==> config.mk <==
export PLATFORM = sky130hd
export DESIGN_NAME = ecc_mem_access_ctrl
export DESIGN_NICKNAME = d
export VERILOG_FILES = /design/src/rtl/ecc_mem_access_ctrl.sv
export SDC_FILE = /design/constraint.sdc
export NUM_CORES = 1
export LEC_CHECK = 0
export CORE_ASPECT_RATIO = 0.9
export CORE_UTILIZATION = 31
export DETAILED_ROUTE_END_ITERATION = 8
export GPL_TIMING_DRIVEN = 0
export PLACE_DENSITY_LB_ADDON = 0.3
export SLEW_MARGIN = 15
export SYNTH_ARGS = -nofsm -noshare
export SYNTH_HDL_FRONTEND = slang
export SYNTH_SLANG_ARGS = --single-unit
==> constraint.sdc <==
create_clock -name clk_i -period 5.22 [get_ports clk_i]
set_input_delay 1.044 -clock clk_i [delete_from_list [all_inputs] [get_ports clk_i]]
set_output_delay 1.044 -clock clk_i [all_outputs]
set_load 0.02 [all_outputs]
==> src/rtl/ecc_mem_access_ctrl.sv <==
// Transaction controller in front of the ECC/bypass datapath.
// Sequences memory strobes and read latency, classifies flags, scrubs and counts errors.
module ecc_mem_access_ctrl #(
  parameter int ADDR_W = 12,
  parameter int RD_LAT = 2,
  parameter int CNT_W  = 8
) (
  input  logic              clk_i,
  input  logic              rst_i,
  input  logic              req_i,
  input  logic              we_i,
  input  logic [ADDR_W-1:0] addr_i,
  input  logic [1:0]        mode_i,
  input  logic [15:0]       wdata_i,
  input  logic              scrub_en_i,
  input  logic              clr_cnt_i,
  output logic              busy_o,
  output logic              ack_o,
  output logic [15:0]       rdata_o,
  output logic              err_corr_o,
  output logic              err_uncorr_o,
  output logic [2:0]        ecc_sel_o,
  output logic [15:0]       ecc_wdata_o,
  input  logic [15:0]       ecc_rdata_i,
  input  logic [2:0]        ecc_flag_i,
  output logic [ADDR_W-1:0] mem_addr_o,
  output logic              mem_en_up_o,
  output logic              mem_en_down_o,
  output logic              mem_we_o,
  output logic [CNT_W-1:0]  corr_cnt_o,
  output logic [CNT_W-1:0]  uncorr_cnt_o
);

  typedef enum logic [2:0] {
    S_IDLE,
    S_WR,
    S_RD,
    S_SCRUB,
    S_DONE
  } state_e;

  localparam logic [3:0] LAT_LAST = 4'(RD_LAT - 1);

  state_e              state_q, state_d;
  logic [1:0]          mode_q, mode_d;
  logic [ADDR_W-1:0]   addr_q, addr_d;
  logic [15:0]         wdata_q, wdata_d;
  logic [15:0]         rdata_q, rdata_d;
  logic                corr_q, corr_d;
  logic                unc_q, unc_d;
  logic [3:0]          lat_q, lat_d;
  logic [CNT_W-1:0]    ccnt_q, ccnt_d;
  logic [CNT_W-1:0]    ucnt_q, ucnt_d;
  logic                flag_corr;
  logic                flag_unc;
  logic                active;

  // Only the TBEC_RSC path reports meaningful decoder flags.
  always_comb begin
    flag_corr = 1'b0;
    flag_unc  = 1'b0;
    if (mode_q == 2'b10) begin
      flag_unc  = (ecc_flag_i == 3'b111);
      flag_corr = (ecc_flag_i != 3'b000) && !flag_unc;
    end
  end

  always_comb begin
    state_d = state_q;
    mode_d  = mode_q;
    addr_d  = addr_q;
    wdata_d = wdata_q;
    rdata_d = rdata_q;
    corr_d  = corr_q;
    unc_d   = unc_q;
    lat_d   = lat_q;
    ccnt_d  = ccnt_q;
    ucnt_d  = ucnt_q;
    unique case (state_q)
      S_IDLE: begin
        if (req_i) begin
          mode_d  = mode_i;
          addr_d  = addr_i;
          wdata_d = wdata_i;
          corr_d  = 1'b0;
          unc_d   = 1'b0;
          lat_d   = 4'd0;
          state_d = we_i ? S_WR : S_RD;
        end
      end
      S_WR: begin
        state_d = S_DONE;
      end
      S_RD: begin
        if (lat_q == LAT_LAST) begin
          rdata_d = ecc_rdata_i;
          corr_d  = flag_corr;
          unc_d   = flag_unc;
          if (flag_corr && scrub_en_i) begin
            wdata_d = ecc_rdata_i;
            state_d = S_SCRUB;
          end else begin
            state_d = S_DONE;
          end
        end else begin
          lat_d = lat_q + 4'd1;
        end
      end
      S_SCRUB: begin
        state_d = S_DONE;
      end
      S_DONE: begin
        state_d = S_IDLE;
        if (corr_q && (ccnt_q != '1)) ccnt_d = ccnt_q + 1'b1;
        if (unc_q && (ucnt_q != '1))  ucnt_d = ucnt_q + 1'b1;
      end
      default: begin
        state_d = S_IDLE;
      end
    endcase
    // Clear has priority over a coincident increment.
    if (clr_cnt_i) begin
      ccnt_d = '0;
      ucnt_d = '0;
    end
  end

  always_ff @(posedge clk_i or posedge rst_i) begin
    if (rst_i) begin
      state_q <= S_IDLE;
      mode_q  <= 2'b00;
      addr_q  <= '0;
      wdata_q <= '0;
      rdata_q <= '0;
      corr_q  <= 1'b0;
      unc_q   <= 1'b0;
      lat_q   <= 4'd0;
      ccnt_q  <= '0;
      ucnt_q  <= '0;
    end else begin
      state_q <= state_d;
      mode_q  <= mode_d;
      addr_q  <= addr_d;
      wdata_q <= wdata_d;
      rdata_q <= rdata_d;
      corr_q  <= corr_d;
      unc_q   <= unc_d;
      lat_q   <= lat_d;
      ccnt_q  <= ccnt_d;
      ucnt_q  <= ucnt_d;
    end
  end

  assign active = (state_q == S_WR) || (state_q == S_RD) ||
                  (state_q == S_SCRUB);

  assign busy_o        = (state_q != S_IDLE);
  assign ack_o         = (state_q == S_DONE);
  assign err_corr_o    = ack_o && corr_q;
  assign err_uncorr_o  = ack_o && unc_q;
  assign rdata_o       = rdata_q;
  assign ecc_sel_o     = {1'b0, mode_q};
  assign ecc_wdata_o   = wdata_q;
  assign mem_addr_o    = addr_q;
  assign mem_en_up_o   = active && (mode_q != 2'b01);
  assign mem_en_down_o = active && (mode_q != 2'b00);
  assign mem_we_o      = (state_q == S_WR) || (state_q == S_SCRUB);
  assign corr_cnt_o    = ccnt_q;
  assign uncorr_cnt_o  = ucnt_q;

endmodule

==> flow_summary.json <==
{
  "start_kind": "register",
  "clock_path_buffers": 2,
  "whs_path_depth": 2,
  "wl_per_cell_um": 15.2,
  "cts_tree": "done",
  "grt_pass1_vias": 2863,
  "synthFlopType": "dfrtp_1",
  "cp-end-kind": "output port",
  "maxSlewHeadroom": 0.550,
  "syn-cell-area_um2": 3450,
  "cp_data_required_time_ps": 4180,
  "clockRootBuffer": "clkbuf_16",
  "finalClockSkew_ps": 5.47,
  "std_cell_rows": 36,
  "hp-start": "unc_q",
  "die_w_um": 113,
  "fin_crit_ps": 3610,
  "slew_viol_final": 0,
  "htreeDepth": 3,
  "hold_viol": 0,
  "hp-class": "reg -> reg",
  "ant_nets": 0,
  "coreArea_um2": 10800,
  "diodes": 0,
  "ir_worst_vdd_v": 0.000252,
  "port_buffers": 122,
  "syn_area_per_cell_um2": 11.3,
  "cts.reportedPaths.clkPinSlew_ps": 50,
  "worstRegToRegCells": 5,
  "max_stage_delay_ps": 630,
  "hold_buffers": 0,
  "fin_area_um2": 5130,
  "yosysTopAreaCell": "dfrtp_1",
  "synthMuxAreaShare": 0.117,
  "syn_nets": 364,
  "fmax_mhz": 277,
  "fin_ws_ps": 1610,
  "fin_crit_sh": 0.692,
  "worstSetupPathType": "reg -> out",
  "post_cts_buffers": 0,
  "cts_resized": 0,
  "tightest_slew_ps": 671,
  "dp_slack_ps": 1950,
  "reg2reg_from": "mode_q[0]",
  "grt_max_degree": 40,
  "setup_violations": 0,
  "syn_inst": 305,
  "yosys_warnings": 0,
  "status": "complete, no violations",
  "final.setup.tns_ps": 0,
  "detailroute.via_count": 2815,
  "synth_top_family_by_area": "simple AND/OR/NAND/NOR gates",
  "track_usage": 0.160,
  "critPathTopFamily": "buffers and inverters",
  "synth_edf_count": 0,
  "power_mw": 2.90,
  "synth_compound_area_frac": 0.118,
  "die_h_um": 102,
  "drtIter0Drc": 104,
  "vias_per_cell": 4.90,
  "synth_xor_area_frac": 0.0279,
  "grt-ovfl-total": 0,
  "min_to": "unc_q",
  "dpl.cell_count": 561,
  "placed_cell_area_um2": 4860,
  "start_util": 0.319,
  "r2r_slack_ps": 3300,
  "cp_common_cell": "buf_4",
  "place_congestion": 0.767,
  "clk_latency_ps": 330,
  "whs_ps": 471,
  "timing.rr.end": "ecc_wdata_o[5]",
  "synth_seq_cells": 71,
  "nets": 498,
  "synth.distinct_cells": 50,
  "post-dp-hpwl_um": 6320,
  "p_leak_nw": 2.20,
  "rsz0062_at_grt": "false",
  "cp_slowest_cell": "clkdlybuf4s50_1",
  "cp_max_fo": 10,
  "cp_cell_sequence": "buf_6, nor3b_4, buf_4, buf_4, nor2_1, a21oi_1, clkdlybuf4s50_1",
  "antenna_found_initial": 0,
  "cp.depth": 7,
  "synth_fa_ha_area_frac": 0.0145,
  "ys_async_sr_fraction": 1.00,
  "numCtsBuffers": 9,
  "routed_wl_um": 8770,
  "synth.most_common_cell": "dfrtp_1",
  "drtPass1Iterations": 4,
  "grt_pass1_wl_um": 14100,
  "yosysTopAreaCellShare": 0.515,
  "route.detailed.drc": 0,
  "synthSimpleGateAreaFrac": 0.161,
  "drive_gt1_frac": 0.161,
  "area_growth_pct": 48.5,
  "utilization": 0.474,
  "seq_area_frac_synth": 0.515,
  "crit_buf_inv": 4,
  "dieArea_um2": 11600,
  "cts.sinks": 71,
  "ios": 125,
  "drv_cap": 0,
  "p_per_area_nw_per_um2": 565,
  "arrival_ps": 2570,
  "ys_top_cells_by_area": "dfrtp_1 (51%), mux2_2 (6.2%), mux2_4 (4.4%)",
  "layout.cells.non_filler": 575,
  "synth_common_cells": "dfrtp_1 (71), nand2_1 (38), nor2_1 (24), a21oi_1 (20), mux2_2 (19)"
}
==> state kept, by name (all words and copies together) (netlist names) <==
name / flops
lat_q: 4
mode_q: 2
corr_q: 1
uncorr_cnt_o: 8
state_q: 3
rdata_o: 16
corr_cnt_o: 8
ecc_wdata_o: 16
mem_addr_o: 12
unc_q: 1
==> routing by layer <==
| layer | wire, um | up-vias | part of all wire | global-route usage |
|---|---|---|---|---|
| met4 | 168 | 0 | 0.019 | 0.0658 |
| met2 | 4390 | 72 | 0.50 | 0.267 |
| met5 | 0 | - | 0 | 0 |
| met3 | 466 | 15 | 0.053 | 0.0546 |
| li1 | - | 1354 | - | - |
| met1 | 3740 | 1374 | 0.43 | 0.190 |
==> how the worst max path moves through the flow <==
stage	from	endpoint	slack [ps]
2_1_floorplan	rst_i	corr_cnt_o[0]	2380
3_3_place_gp	rst_i	mem_addr_o[3]	1020
3_5_place_dp	state_q[2]	mem_en_up_o	1950
4_1_cts	state_q[2]	mem_en_up_o	1570
5_1_grt	state_q[2]	mem_en_up_o	1480
6_report	state_q[2]	mem_en_up_o	1610
==> placed cells by master, fill, tap and decap left out, types with 5 or more instances in the layout <==
| cell type | instances |
|---|---|
| mux2_4 | 10 |
| a31oi_1 | 16 |
| o21ai_0 | 6 |
| xor2_1 | 10 |
| clkdlybuf4s50_1 | 122 |
| nand2_1 | 38 |
| buf_6 | 5 |
| or3_1 | 5 |
| clkbuf_16 | 9 |
| nor2_1 | 24 |
| a21oi_1 | 20 |
| mux2_2 | 19 |
| buf_4 | 9 |
| dfrtp_1 | 71 |
==> worst reg2reg max path, cell delays in order (launching register included) <==
cell and delay [ps]:
dfrtp_1 420, nand3b_1 240, o31ai_2 590, buf_2 340, a21oi_1 100, a31oi_1 150
==> cell type report <==
| type | count | area, um2 |
|---|---|---|
| inverters | 4 | 17.5 |
| multi-input cells | 212 | 1520 |
| plain buffers | 18 | 140 |
| repair buffers | 123 | 1240 |
| fillers | 1034 | 5680 |
| clock buffers | 13 | 260 |
| well taps | 133 | 166 |
| clock inverters | 1 | 5.00 |
| flip-flops and latches | 71 | 1780 |
==> cell families after synthesis <==
logic type / after synthesis
buf+inv: 22
flops: 71
mux: 33
simple gates: 103
other cells: 1
xor+xnor: 11
fa+ha+maj: 4
compound gates: 60
==> where the power goes <==
group,leakage (nW),switching [mW],internal (mW)
sequential,0.874,0.117,0.759
combinational,1.19,0.739,0.725
clock,0.132,0.216,0.342
(Power assumes the default switching activity.)
